$ cat config.mk
export PLATFORM = sky130hd
export DESIGN_NAME = if_fetch_unit
export DESIGN_NICKNAME = d
export VERILOG_FILES = /design/src/rtl/if_fetch_unit_pkg.sv /design/src/rtl/if_fetch_unit_btb.sv /design/src/rtl/if_fetch_unit.sv
export SDC_FILE = /design/constraint.sdc
export NUM_CORES = 1
export LEC_CHECK = 0
export ABC_AREA = 1
export CAP_MARGIN = 0
export CORE_MARGIN = 10
export CORE_UTILIZATION = 33
export DETAILED_ROUTE_END_ITERATION = 10
export GPL_TIMING_DRIVEN = 0
export PLACE_DENSITY = 0.75
export SYNTH_ARGS = -nofsm -noshare
export SYNTH_HDL_FRONTEND = slang
export SYNTH_SLANG_ARGS = --single-unit
$ cat constraint.sdc
create_clock -name clk -period 1.65 [get_ports clk]
set_input_delay 0.2475 -clock clk [delete_from_list [all_inputs] [get_ports clk]]
set_output_delay 0.2475 -clock clk [all_outputs]
set_load 0.01 [all_outputs]
$ cat src/rtl/if_fetch_unit_pkg.sv
// if_fetch_unit_pkg: shared widths, NOP encoding and fetch FSM state type for the IF stage.
package if_fetch_unit_pkg;
    localparam int ADDR_W = 32;
    localparam int INST_W = 32;
    localparam logic [INST_W-1:0] NOP_INST = '0;

    typedef enum logic [1:0] {
        IF_ST_REQ    = 2'd0,
        IF_ST_WAIT   = 2'd1,
        IF_ST_DONE   = 2'd2,
        IF_ST_CANCEL = 2'd3
    } if_state_e;
endpackage

$ cat src/rtl/if_fetch_unit_btb.sv
// if_fetch_unit_btb: direct-mapped branch target buffer with 2-bit counters.
// Lookup is combinational on the old array contents; updates land at the clock edge.
module if_fetch_unit_btb
    import if_fetch_unit_pkg::*;
#(
    parameter int ENTRIES = 16
)(
    input  logic              clk,
    input  logic              rst,
    input  logic [ADDR_W-1:0] i_lookup_pc,
    output logic              o_taken,
    output logic [ADDR_W-1:0] o_target,
    input  logic              i_upd_valid,
    input  logic [ADDR_W-1:0] i_upd_pc,
    input  logic              i_upd_taken,
    input  logic [ADDR_W-1:0] i_upd_target
);
    localparam int IW = $clog2(ENTRIES);
    localparam int TW = ADDR_W - IW - 2;

    logic [ENTRIES-1:0] r_valid;
    logic [TW-1:0]      r_tag    [ENTRIES];
    logic [ADDR_W-1:0]  r_target [ENTRIES];
    logic [1:0]         r_ctr    [ENTRIES];

    logic [IW-1:0] w_lidx, w_uidx;
    logic [TW-1:0] w_ltag, w_utag;
    logic          w_uhit;
    logic [1:0]    w_uctr, w_ctr_next;
    logic          w_unused;

    assign w_lidx   = i_lookup_pc[IW+1:2];
    assign w_ltag   = i_lookup_pc[ADDR_W-1:IW+2];
    assign w_uidx   = i_upd_pc[IW+1:2];
    assign w_utag   = i_upd_pc[ADDR_W-1:IW+2];
    assign w_unused = ^{i_lookup_pc[1:0], i_upd_pc[1:0]};

    assign o_taken  = r_valid[w_lidx] && (r_tag[w_lidx] == w_ltag) && r_ctr[w_lidx][1];
    assign o_target = r_target[w_lidx];

    assign w_uhit     = r_valid[w_uidx] && (r_tag[w_uidx] == w_utag);
    assign w_uctr     = r_ctr[w_uidx];
    // A fresh entry starts weakly biased toward the observed direction.
    assign w_ctr_next = !w_uhit      ? (i_upd_taken ? 2'b10 : 2'b01) :
                        i_upd_taken  ? ((w_uctr == 2'b11) ? 2'b11 : w_uctr + 2'd1) :
                                       ((w_uctr == 2'b00) ? 2'b00 : w_uctr - 2'd1);

    always_ff @(posedge clk) begin
        if (!rst)
            r_valid <= '0;
        else if (i_upd_valid)
            r_valid[w_uidx] <= 1'b1;
    end

    always_ff @(posedge clk) begin
        if (rst && i_upd_valid) begin
            r_tag[w_uidx] <= w_utag;
            r_ctr[w_uidx] <= w_ctr_next;
            if (!w_uhit || i_upd_taken)
                r_target[w_uidx] <= i_upd_target;
        end
    end
endmodule

$ cat src/rtl/if_fetch_unit.sv
// if_fetch_unit: PC generation and single-outstanding instruction fetch feeding the IF/ID register.
// Define IF_BTB_EN to add the BTB predictor; otherwise fetch is always sequential.
module if_fetch_unit
    import if_fetch_unit_pkg::*;
#(
    parameter logic [ADDR_W-1:0] RESET_PC    = 32'hBFC0_0000,
    parameter int                BTB_ENTRIES = 16
)(
    input  logic              clk,
    input  logic              rst,
    input  logic              flush,
    input  logic [ADDR_W-1:0] flush_pc,
    input  logic              stall_current_stage,
    input  logic              id_mispredict,
    input  logic [ADDR_W-1:0] id_correct_addr,
    input  logic              id_update_valid,
    input  logic [ADDR_W-1:0] id_update_pc,
    input  logic              id_update_taken,
    input  logic [ADDR_W-1:0] id_update_target,
    output logic              inst_req,
    output logic [ADDR_W-1:0] inst_addr,
    input  logic              inst_addr_ok,
    input  logic              inst_data_ok,
    input  logic [INST_W-1:0] inst_rdata,
    output logic [ADDR_W-1:0] if_pc,
    output logic [INST_W-1:0] if_inst,
    output logic              if_pre_taken,
    output logic [ADDR_W-1:0] if_pre_addr,
    output logic              if_stall_req
);
    if_state_e         r_state;
    logic [ADDR_W-1:0] r_pc;
    logic [INST_W-1:0] r_inst_buf;

    logic              w_redirect;
    logic [ADDR_W-1:0] w_target, w_pc_plus4, w_next_pc;

    assign w_redirect = flush | id_mispredict;
    assign w_target   = flush ? flush_pc : id_correct_addr;
    assign w_pc_plus4 = r_pc + 32'd4;
    assign w_next_pc  = if_pre_taken ? if_pre_addr : w_pc_plus4;

    assign inst_req     = (r_state == IF_ST_REQ);
    assign inst_addr    = r_pc;
    assign if_pc        = r_pc;
    assign if_inst      = (r_state == IF_ST_DONE) ? r_inst_buf : NOP_INST;
    assign if_stall_req = (r_state != IF_ST_DONE);

`ifdef IF_BTB_EN
    logic              w_btb_taken;
    logic [ADDR_W-1:0] w_btb_target;

    if_fetch_unit_btb #(.ENTRIES(BTB_ENTRIES)) u_btb (
        .clk          (clk),
        .rst          (rst),
        .i_lookup_pc  (r_pc),
        .o_taken      (w_btb_taken),
        .o_target     (w_btb_target),
        .i_upd_valid  (id_update_valid),
        .i_upd_pc     (id_update_pc),
        .i_upd_taken  (id_update_taken),
        .i_upd_target (id_update_target)
    );

    assign if_pre_taken = w_btb_taken;
    assign if_pre_addr  = w_btb_taken ? w_btb_target : w_pc_plus4;
`else
    logic w_unused;

    assign w_unused     = ^{id_update_valid, id_update_pc, id_update_taken, id_update_target, BTB_ENTRIES > 0};
    assign if_pre_taken = 1'b0;
    assign if_pre_addr  = w_pc_plus4;
`endif

    always_ff @(posedge clk) begin
        if (!rst) begin
            r_pc       <= RESET_PC;
            r_state    <= IF_ST_REQ;
            r_inst_buf <= NOP_INST;
        end else if (w_redirect) begin
            // An accepted-but-unanswered request must be drained in CANCEL before refetching.
            r_pc <= w_target;
            case (r_state)
                IF_ST_REQ:  r_state <= inst_addr_ok ? IF_ST_CANCEL : IF_ST_REQ;
                IF_ST_DONE: r_state <= IF_ST_REQ;
                default:    r_state <= inst_data_ok ? IF_ST_REQ : IF_ST_CANCEL;
            endcase
        end else begin
            case (r_state)
                IF_ST_REQ: if (inst_addr_ok) r_state <= IF_ST_WAIT;
                IF_ST_WAIT: if (inst_data_ok) begin
                    r_inst_buf <= inst_rdata;
                    r_state    <= IF_ST_DONE;
                end
                IF_ST_DONE: if (!stall_current_stage) begin
                    r_pc    <= w_next_pc;
                    r_state <= IF_ST_REQ;
                end
                default: if (inst_data_ok) r_state <= IF_ST_REQ;
            endcase
        end
    end
endmodule

======== Word-level counts from Yosys, hierarchy flattened ========
Cells that the tools add are included.
operators by class
  add/sub/neg operators ................... 1
  equality and inequality tests ........... 7
  multiplexer cells ....................... 14
  bitwise operators ....................... 2
  reduce and logical (&&, ||, !) cells .... 6
operator list
  cell                                                                     number
  32-bit 2-to-1 mux                                                        5
  32-bit by 3-bit adder with 32-bit output, second input constant          1
  2-bit 2-to-1 mux                                                         7
  3-bit inequality test, second input constant                             2
  2-bit one-hot mux with 3 select lines                                    1
  2-bit one-hot mux with 2 select lines                                    1
  4-bit AND reduction                                                      1
  4-bit nonzero test                                                       1
  3-bit by 1-bit inequality test with 1-bit output, second input constant  1
  3-bit AND reduction                                                      1
  2-bit by 1-bit == test with 1-bit output, second input constant          1
  2-bit == test, second input constant                                     1
  2-bit zero test                                                          1
  2-bit by 1-bit inequality test with 1-bit output, second input constant  1
  2-bit inequality test, second input constant                             1
  2-bit AND reduction                                                      1
  2-bit nonzero test                                                       1
  1-bit inverter                                                           1
  1-bit bitwise OR                                                         1
word-level totals
  bits in registers ....................... 66
  input bits .............................. 169

======== Logic depth before layout (Yosys ltp) ========
Gate-level depths: netlist (run 1).
  depth in word-level cells ............... 4
  depth in mapped cells ................... 11

======== Least setup slack after synthesis (run 1) ========
OpenSTA, ideal clock, no wires.
  path kind ............................... reg-to-output
  start ................................... register r_pc[2], in the netlist if_pc[2]
  end ..................................... output port if_pre_addr[26]
  arrival time ............................ 1.509 ns
  slack ................................... -0.106 ns
  cell stages (with the launch flop) ...... 8
  cell sequence ........................... dfxtp_1 > ha_1 > nand2_1 > nor2_1 > nand2_2 > nor2_2 > nand2_1 > xor2_1
on the way
  longest elaborated chain between the ends .. 1
RTL lines
  item                                      line                 source
  start: declaration                        if_fetch_unit.sv:32  logic [ADDR_W-1:0] r_pc;
  start signal: assignment                  if_fetch_unit.sv:82  r_pc <= w_target;
  start signal: assignment                  if_fetch_unit.sv:96  r_pc <= w_next_pc;
  32-bit by 3-bit adder with 32-bit output  if_fetch_unit.sv:40  assign w_pc_plus4 = r_pc + 32'd4;
  end: declaration                          if_fetch_unit.sv:28  output logic [ADDR_W-1:0] if_pre_addr,
Every way passes these cells.

======== Worst setup path after layout (run 1) ========
  start ................................... register r_pc[10], in the netlist if_pc[10]
  end ..................................... output port if_pre_addr[29]
The elaborated chain is that of the path after synthesis.

==> results of run 1 <==
## layout by cell type (no fill, tap or decap), types with 4 or more instances in the layout
cell,netlist,routed
o21ai_1,3,5
o21bai_1,8,8
buf_2,11,23
o22ai_1,6,6
clkdlybuf4s50_1,0,132
buf_4,37,81
o211ai_1,6,6
nand3_4,0,4
a31oi_1,4,4
dfxtp_4,0,22
a21oi_1,46,44
nand2_1,139,90
clkbuf_1,17,16
clkbuf_16,0,9
nor2_4,5,23
or2_2,4,4
xor2_2,0,6
o21ai_0,63,59
dfxtp_1,66,32
dfxtp_2,0,12
nand3_2,3,9
dlymetal6s2s_1,0,9
inv_2,7,6
nor2_1,76,52
nand3_1,35,25
clkbuf_2,0,23
nand2_2,5,37
nand2_4,0,16
inv_1,84,84
nor2_2,9,15
nand4_1,5,5
buf_6,0,41
dlygate4sd2_1,0,28
## layer usage
| metal | track usage, % | vias to the layer above | routed length, um |
|---|---|---|---|
| met2 | 39.4 | 392 | 11100 |
| met5 | 0 | - | 0 |
| li1 | - | 2768 | - |
| met1 | 25.7 | 2741 | 8550 |
| met3 | 7.60 | 101 | 2500 |
| met4 | 12.3 | 0 | 1260 |
## worst register-to-register path, stage by stage, from the launching register on
cell and delay [ns]:
dfxtp_4 0.37, ha_4 0.18, buf_6 0.12, nand3_4 0.08, buf_6 0.15, nor2_4 0.22
nand2_2 0.12, buf_6 0.14, nand3_4 0.07, nand2_4 0.08, a21oi_2 0.17
## worst paths after layout
kind | end | slack [ns] | depth (start not counted)
setup / recovery | if_pre_addr[29] | -0.43 | 10
hold / removal | if_pc[1]$_SDFFE_PN0P_ | 0.35 | 4
setup reg to reg | if_pc[14]$_SDFFE_PN0P_ | -0.13 | 10
hold reg to reg | r_inst_buf[18]$_SDFFE_PN0P_ | 0.45 | 2
## power by group through the flow
stage                     clock network (W)  registers [W]  logic [W]
after detailed placement                  0        0.00186    0.00152
after CTS                           0.00227        0.00182    0.00167
after global placement                    0        0.00186    0.00151
after floorplan                           0        0.00185   0.000644
final                               0.00225        0.00183    0.00181
after global routing                0.00233        0.00184    0.00192
## kinds of logic (layout without fill, tap and decap cells)
group | count (synthesis) | after routing | synth area share, %
AND/OR/NAND/NOR | 292 | 292 | 29.6
multiplexers | 1 | 1 | 0.231
flip-flops | 66 | 66 | 30.6
XOR/XNOR | 11 | 11 | 2.40
buffers and inverters | 158 | 470 | 17.2
AO/OA/AOI/OAI | 150 | 150 | 19.6
other | 1 | 2 | 0.0867
adder cells (fa/ha/maj) | 1 | 1 | 0.289
## registers in the layout (all words and copies together) (netlist names)
signal,count
r_inst_buf,32
r_state,2
if_pc,32
## layout make-up
cell class	instances	share of cell area, %
Antenna cell	1	0.0300
Inverter	91	4.13
Timing Repair Buffer	296	32.6
Tap cell	172	2.58
Clock inverter	5	1.23
Clock buffer	11	2.79
Sequential cell	66	17.0
Buffer	67	5.43
Multi-Input combinational cell	456	34.2
## cells in the mapped netlist, drive strengths merged (2+ instances only)
cell and n:
nand2 144, inv 91, nor2 90, dfxtp 66
o21ai 66, buf 50, a21oi 46, nand3 38
clkbuf 17, o21bai 8, xor2 7, o211ai 6
o22ai 6, nand4 5, or2 5, a31oi 4
nor3 4, xnor2 4, a211oi 3, and2 3
o22a 3, a22oi 2, nand3b 2, o211a 2
o221ai 2
## stage by stage
step,power (W),setup WS (ns)
after floorplan,0.00250,0.0659
after global placement,0.00337,-0.660
after detailed placement,0.00338,-0.678
after CTS,0.00575,-0.357
after global routing,0.00609,-0.448
final,0.00589,-0.430
## repair_timing
action | CTS | global route
buffers inserted | 59 | 16
gates cloned | 0 | 0
pin swaps | 36 | 45
gates resized for setup | 368 | 146
setup endpoints to repair | 131 | 88
==> out/metrics.yaml, run 1 <==
hold_class: "primary input to flip-flop"
violations: "setup timing"
wl_um: 23400
hold_slack_ns: 0.349
fin_crit_sh_pct: 126
placedInstanceArea_um2: 6850
ant_nets: 0
p_leak_nw: 3.83
cts_tree: "yes"
crit_start: "if_pc[10]$_SDFFE_PN0P_"
critPathKind: "flip-flop to output port"
switching_share_pct: 30.3
cp_slowest_cell: "dfxtp_4"
finalSetupViolations: 31
clkPwrFrac_pct: 38.2
vias_per_cell: 5.15
dpl.hpwl_um: 15400
syn-num-nets: 850
final_area_um2: 8340
pin_count: 300
hp-start: "flush"
critPathCaptureType: "output port"
cts.clk_slew.worst_paths_ns: 0.06
cpMostUsedCell: "nand2_2"
grt_pass1_wl_um: 33100
r2r-start: "if_pc[2]$_SDFFE_PN0P_"
synth.yosys.warnings: 0
rows: 41
syn_avg_cell_area_um2: 6.36
relSlewSlack_pct: 49.5
rsz0062_at_grt: "yes"
wl_per_cell_um: 20.1
seq_area_frac_synth_pct: 30.6
maxCapViolCount: 0
worstPathArrival_ns: 1.83
synth_area_um2: 4320
yosys_most_used_dff: "dfxtp_1"
dieArea_um2: 18100
start_util_pct: 34.0
worstPathMaxFanout: 4
portBuffers: 230
required_ns: 1.40
cts_buffers: 9
cts_root_buf: "clkbuf_16"
grt_pass1_vias: 5926
layout-drive-gt1-share_pct: 36.1
synth_edf_count: 0
fmax_ghz: 0.481
synth_top_area_cell: "dfxtp_1"
peakVddDrop_uv: 494
area_delta_synth_final_pct: 92.8
combPwrFrac_pct: 30.7
die_w_um: 134
intPower_w: 0.00411
synth_top_area_share_pct: 30.6
fin_tns_setup_ns: -8.68
grt_max_degree: 12
crit_buf_inv: 3
synth_seq_cells: 66
cts_hold_buf: 0
postLayoutCoreUtil_pct: 65.5
synthArstFlopShare_pct: 0
drt_iter0_markers: 617
slowest_delay_ns: 0.40
maxSlewViolCount: 0
stdcell_count: 1165
nNetsFinal: 1157
share_seq_of_total_power_pct: 31.1
layout_setup_ws_ns: -0.430
dp_cells: 1082
final.setup_skew_ns: 0.00502
multi_input_area_um2: 2850
vias: 6002
track_usage_pct: 23.4
cts_htree_levels: 3
grt-ovfl-total: 0
seqCellArea_um2: 1420
path_cells: "nand2_4 -> nor2_4 -> nand2_2 -> nor2_4 -> buf_6 -> buf_6 -> nand2_2 -> nand2_2 -> nand2_2 -> buf_6"
period_minus_slack_ns: 2.08
powerDensity_nw_per_um2: 706
coreArea_um2: 12700
start_kind: "flip-flop"
final.fill_count: 1054
report.final.hold_viol_count: 0
first_pass_iters: 6
synth_cell_types: 41
worst_pin_slew_ns: 0.757
outcome: "complete, but fails checks"
cts_buffer_depth: 2
gp_congestion: 0.951
clock_latency_ns: 0.35
critPathTopFamily: "simple AND/OR/NAND/NOR gates"
p_switching_w: 0.00178
antenna_found_initial: 2
syn_inst: 680
cts_sinks: 66
drc: 0
synth_area_leaders: "dfxtp_1 (31%), nand2_1 (12%), o21ai_0 (7.3%), inv_1 (7.3%), nor2_1 (6.6%)"
die_h_um: 134
Power figures use the tool's default switching activity.
==> inputs of run 2 (changes only) <==
Settings changed: ABC_CLOCK_PERIOD_IN_PS from default to 2100, CORE_MARGIN 10 to default.
Clock period 1.65 ns to 2.1 ns, I/O delays scaled along.
==> run 2 against run 1 <==
Against the previous run:
- sequential share of layout area up 0.78 points
- largest cell class unchanged
- clock power down 34%
- critical endpoint is now if_pre_addr[12]
- count of clock-buffer cells in the layout down 2
- worst setup slack better by 0.35 ns
- worst hold slack better by 0.097 ns
- the run still ends with setup timing left
- via count down 4.5%
- utilization down 3.3 points
- sequential cell count unchanged
==> out/metrics.yaml, run 2 (same netlist as run 1, synthesis figures left out) <==
gp_congestion: 0.913  # -4.0%
track_usage_pct: 27.4  # +4.0 points
maxSlewViolCount: 0  # unchanged
clkPwrFrac_pct: 35.0  # -3.2 points
period_minus_slack_ns: 2.18
cts_root_buf: "clkbuf_16"
fmax_ghz: 0.458
portBuffers: 230  # unchanged
finalSetupViolations: 9  # -71%
start_kind: "flip-flop"
relSlewSlack_pct: 53.7  # +4.2 points
layout-drive-gt1-share_pct: 26.0  # -10 points
maxCapViolCount: 0  # unchanged
switching_share_pct: 32.3  # +2.0 points
vias_per_cell: 4.99  # -3.2%
start_util_pct: 34.0  # unchanged
required_ns: 1.78  # +0.38 ns
fin_tns_setup_ns: -0.333  # +8.35 ns
grt-ovfl-total: 0  # unchanged
p_leak_nw: 3.76  # -1.9%
cts_buffer_depth: 2  # unchanged
cts_tree: "yes"
worstPathMaxFanout: 4  # unchanged
ant_nets: 0  # unchanged
report.final.hold_viol_count: 0  # unchanged
worstPathArrival_ns: 1.87  # +0.04 ns
wl_per_cell_um: 16.3  # -19%
violations: "setup timing"
clock_latency_ns: 0.35  # about the same
peakVddDrop_uv: 557  # +13%
die_w_um: 116  # -13%
coreArea_um2: 12700  # unchanged
hold_class: "primary input to flip-flop"
grt_pass1_wl_um: 27800  # -16%
cp-endpoint: "if_pre_addr[12]"
first_pass_iters: 5  # -1
share_seq_of_total_power_pct: 33.9  # +2.8 points
combPwrFrac_pct: 31.1  # +0.4 points
final_cell_mix: "clkdlybuf4s50_1 (175), nand2_1 (118), inv_1 (83), buf_4 (81), o21ai_0 (60)"
area_delta_synth_final_pct: 83.2
dpl.hpwl_um: 13400  # -13%
critPathCaptureType: "output port"
drc: 0  # unchanged
r2r-start: "if_pc[2]$_SDFFE_PN0P_"
worst_pin_slew_ns: 0.691  # -0.0655 ns
stdcell_count: 1149  # -1.4%
cts.clk_slew.worst_paths_ns: 0.06  # about the same
outcome: "complete, but fails checks"
critPathKind: "flip-flop to output port"
p_switching_w: 0.00137  # -23%
rows: 41  # unchanged
rsz0062_at_grt: "yes"
cts_sinks: 66  # unchanged
pin_count: 300  # unchanged
final.setup_skew_ns: 0.00678  # +0.00176 ns
layout_setup_ws_ns: -0.0831  # +0.347 ns
drt_iter0_markers: 465  # -25%
cts_hold_buf: 0  # unchanged
regToRegSetupSlack_ns: 0.18  # +0.31 ns
antenna_found_initial: 1  # -1
die_h_um: 116  # -13%
intPower_w: 0.00287  # -30%
fin_crit_sh_pct: 104
nNetsFinal: 1141  # -1.4%
grt_pass1_vias: 5454  # -8.0%
dieArea_um2: 13600  # -25%
cts_buffers: 9  # unchanged
final.fill_count: 1158  # +9.9%
crit_start: "if_pc[3]$_SDFFE_PN0P_"
reg2reg_to: "if_pc[21]$_SDFFE_PN0P_"
powerDensity_nw_per_um2: 534  # -24%
grt_max_degree: 15  # +3
hold_slack_ns: 0.446  # +0.0968 ns
final_common_cell: "clkdlybuf4s50_1"
vias: 5730  # -4.5%
wl_um: 18800  # -20%
min_path_cells: 4  # unchanged
dp_cells: 1082  # unchanged
cts_htree_levels: 3  # unchanged
reg2reg_depth: 15  # +5
==> run 2: cell types whose count changed in the layout (fill, tap and decap cells not counted), sizes merged, moves of 16 or more <==
cell / previous run / this run
clkbuf: 53 / 32
buf: 150 / 109
dlymetal6s2s: 9 / 25
dlygate4sd2: 28 / 9
clkdlybuf4s50: 132 / 175
==> run 2: worst max-delay path, cell delays in order (launching register included) <==
cell     delay, ns
dfxtp_4       0.39
ha_4          0.15
nand2_2       0.05
nor2_2        0.12
nand2_2       0.11
buf_6         0.15
nor2_4        0.17
nand2_2       0.08
and2_4        0.16
buf_6         0.12
==> run 2: per-stage QoR <==
step	utilization [%]	area (um2)	setup slack, ns	power (W)
6_report	62.3	7920	-0.0831	0.00423
5_1_grt	62.3	7920	-0.141	0.00442
4_1_cts	60.1	7640	-0.0704	0.00419
3_5_place_dp	53.8	6840	-0.494	0.00264
3_3_place_gp	53.8	6840	-0.494	0.00263
2_1_floorplan	-	4320	0.276	0.00196
==> run 2: what timing repair did <==
action	4_1_cts	5_1_grt
gates resized for setup	151	103
setup buffers	40	10
hold endpoints to repair	0	0
endpoints found under the setup margin	58	52
pin swaps	16	22
==> run 2: worst min path at each step <==
stage | startpoint | slack [ns] | to
2_1_floorplan | r_inst_buf[0]$_SDFFE_PN0P_ | 0.43 | r_inst_buf[0]$_SDFFE_PN0P_
3_3_place_gp | r_inst_buf[4]$_SDFFE_PN0P_ | 0.44 | r_inst_buf[4]$_SDFFE_PN0P_
3_5_place_dp | r_inst_buf[11]$_SDFFE_PN0P_ | 0.44 | r_inst_buf[11]$_SDFFE_PN0P_
4_1_cts | flush | 0.44 | if_pc[1]$_SDFFE_PN0P_
5_1_grt | r_inst_buf[13]$_SDFFE_PN0P_ | 0.46 | r_inst_buf[13]$_SDFFE_PN0P_
6_report | flush | 0.45 | if_pc[1]$_SDFFE_PN0P_
==> run 2: final cells by class <==
class | instances | area (um2) | share of cell area [%]
Buffer | 67 | 423 | 5.34
Antenna cell | 1 | 2.50 | 0.0316
Timing Repair Buffer | 280 | 2690 | 34.0
Inverter | 91 | 344 | 4.34
Tap cell | 172 | 215 | 2.72
Sequential cell | 66 | 1410 | 17.8
Multi-Input combinational cell | 456 | 2550 | 32.2
Clock inverter | 7 | 58.8 | 0.742
Clock buffer | 9 | 225 | 2.84
==> run 2: power by group through the flow <==
stage / registers [W] / logic [W] / clock network [W]
after global routing: 0.00144 / 0.00141 / 0.00156
after detailed placement: 0.00147 / 0.00117 / 0
final: 0.00143 / 0.00132 / 0.00148
after global placement: 0.00146 / 0.00116 / 0
after floorplan: 0.00145 / 0.000504 / 0
after CTS: 0.00143 / 0.00127 / 0.00150
==> run 2: metal layers <==
metal  global-route usage (%)  up-vias  share of wire (%)
met2                     46.3      306                 48
met5                        0        -                  0
li1                         -     2728                  -
met3                     8.56       50                 10
met4                     11.4        0                3.6
met1                     32.1     2646                 39
==> inputs of run 3 (changes only) <==
Settings changed: CORE_MARGIN from default to 3.
==> run 3 against run 2 <==
Against the previous run:
- the flow still finishes with violations (setup timing)
- sequential share of layout area up 0.15 points
- utilization down 0.41 points
- cell area down 0.66%
- count of clock-buffer cells in the layout unchanged
- critical path depth unchanged
- worst hold slack worse by 0.0029 ns
- clock skew down 0.00088 ns
- worst setup slack worse by 0.0082 ns
- final cell count down 0.26%
- non-clock buffer count down 2
- first-iteration DRC count down 9.7%
- via count down 0.73%
- highest routed layer unchanged
==> out/metrics.yaml, run 3 (same netlist as run 1, synthesis figures left out) <==
outcome: "complete, but fails checks"
violations: "setup timing"
final_common_cell: "clkdlybuf4s50_1"
worst_pin_slew_ns: 0.728  # +0.0365 ns
cts_htree_levels: 3  # unchanged
cts_root_buf: "clkbuf_16"
report.final.hold_viol_count: 0  # unchanged
nNetsFinal: 1139  # -0.18%
clock_latency_ns: 0.35  # about the same
gp_congestion: 0.971  # +6.4%
portBuffers: 230  # unchanged
period_minus_slack_ns: 2.19  # +0.00822 ns
coreArea_um2: 12700  # unchanged
drc: 0  # unchanged
start_util_pct: 34.0  # unchanged
critPathKind: "flip-flop to output port"
fmax_ghz: 0.456  # -0.38%
crit_buf_inv: 2  # unchanged
p_leak_nw: 3.79  # +0.76%
slowest_delay_ns: 0.38  # about the same
grt_pass1_vias: 5433  # -0.39%
critPathCaptureType: "output port"
cts_buffers: 9  # unchanged
fin_crit_sh_pct: 104  # +0.39 points
dieArea_um2: 14500  # +7.0%
cp_slowest_cell: "dfxtp_4"
die_w_um: 120  # +3.4%
vias_per_cell: 4.96  # -0.47%
cts_tree: "yes"
grt-ovfl-total: 0  # unchanged
rsz0062_at_grt: "yes"
worstPathArrival_ns: 1.88  # about the same
drt_iter0_markers: 420  # -9.7%
critPathTopFamily: "simple AND/OR/NAND/NOR gates"
wl_um: 19300  # +3.0%
final.fill_count: 1163  # +0.43%
cts_sinks: 66  # unchanged
cts_hold_buf: 0  # unchanged
final_cell_mix: "clkdlybuf4s50_1 (173), nand2_1 (120), inv_1 (84), buf_4 (82), o21ai_0 (60)"
die_h_um: 120  # +3.4%
dpl.hpwl_um: 13700  # +2.3%
pin_count: 300  # unchanged
powerDensity_nw_per_um2: 534  # -0.10%
diodes: 0  # -1
relSlewSlack_pct: 51.5  # -2.3 points
finalPower_w: 0.00420  # -0.77%
track_usage_pct: 25.2  # -2.2 points
maxCapViolCount: 0  # unchanged
ant_nets: 0  # unchanged
wl_per_cell_um: 16.9  # +3.3%
required_ns: 1.78  # about the same
cts.clk_slew.worst_paths_ns: 0.06  # about the same
vias: 5688  # -0.73%
final_area_um2: 7870  # -0.66%
peakVddDrop_uv: 383  # -31%
final.setup_skew_ns: 0.00590  # -0.000881 ns
worstPathMaxFanout: 4  # unchanged
hold_class: "primary input to flip-flop"
path_cells: "ha_4 -> nand2_1 -> nor2_2 -> nand2_2 -> buf_4 -> nor2_4 -> nand2_2 -> and2_1 -> buf_2"
finalSetupViolations: 6  # -3
grt_max_degree: 15  # unchanged
placedInstanceArea_um2: 6840  # unchanged
cpMostUsedCell: "nand2_2"
cts_buffer_depth: 2  # unchanged
layout-drive-gt1-share_pct: 25.7  # -0.36 points
layout_setup_ws_ns: -0.0914  # -0.00822 ns
grt_pass1_wl_um: 28500  # +2.6%
first_pass_iters: 5  # unchanged
rows: 41  # unchanged
area_delta_synth_final_pct: 82.0
antenna_found_initial: 0  # -1
start_kind: "flip-flop"
maxSlewViolCount: 0  # unchanged
run 3: worst paths after layout:
path / from / to / slack (ns) / cells after the start
worst min register to register: r_inst_buf[20]$_SDFFE_PN0P_ / r_inst_buf[20]$_SDFFE_PN0P_ / 0.45 / 2
worst max-delay path: if_pc[2]$_SDFFE_PN0P_ / if_pre_addr[12] / -0.09 / 9
worst max register to register: r_state[0]$_SDFFE_PN0P_ / if_pc[24]$_SDFFE_PN1P_ / 0.32 / 8
worst min-delay path: flush / if_pc[1]$_SDFFE_PN0P_ / 0.44 / 4
run 3: cell type report:
cell class	count	area (um2)	share of cell area, %
Sequential cell	66	1410	17.9
Inverter	91	347	4.40
Tap cell	172	215	2.73
Multi-Input combinational cell	456	2550	32.4
Buffer	67	419	5.33
Clock inverter	7	60.1	0.763
Clock buffer	9	225	2.86
Timing Repair Buffer	278	2650	33.6
run 3: worst reg2reg max path: stages, from the launching register on:
cell,delay (ns)
dfxtp_1,0.33
inv_2,0.09
nand2_2,0.11
nor2_1,0.14
inv_2,0.05
nor2_1,0.54
inv_1,0.16
o21bai_1,0.18
nand2_1,0.06
run 3: repair_timing:
| item | CTS | global route |
|---|---|---|
| pin swaps | 15 | 23 |
| setup buffers | 30 | 18 |
| setup endpoints to repair | 58 | 53 |
| resized for setup | 130 | 130 |
run 3: per-layer routing:
| metal | vias up | share of wire [%] | routed length (um) | track usage, % |
|---|---|---|---|---|
| li1 | 2720 | - | - | - |
| met1 | 2589 | 39 | 7590 | 31.0 |
| met2 | 325 | 47 | 9090 | 42.4 |
| met3 | 54 | 9.9 | 1910 | 7.06 |
| met4 | 0 | 3.8 | 734 | 8.64 |
| met5 | - | 0 | 0 | 0 |
run 3: power breakdown:
| part | total (W) | internal (W) | switching, W |
|---|---|---|---|
| clock network | 0.00147 | 0.000817 | 0.000648 |
| registers | 0.00144 | 0.00133 | 0.000106 |
| logic | 0.00130 | 0.000702 | 0.000597 |
| total | 0.00420 | 0.00285 | 0.00135 |
run 3: metrics by stage:
stage / hold slack, ns / setup WS, ns / util, % / std cells / TNS, ns
2_1_floorplan: 0.430 / 0.276 / - / 680 / 0
3_3_place_gp: 0.441 / -0.485 / 53.8 / 1082 / -5.43
3_5_place_dp: 0.445 / -0.490 / 53.8 / 1082 / -5.52
4_1_cts: 0.440 / -0.153 / 59.2 / 1128 / -0.716
5_1_grt: 0.467 / -0.143 / 61.9 / 1146 / -0.864
6_report: 0.443 / -0.0914 / 61.9 / 1146 / -0.269
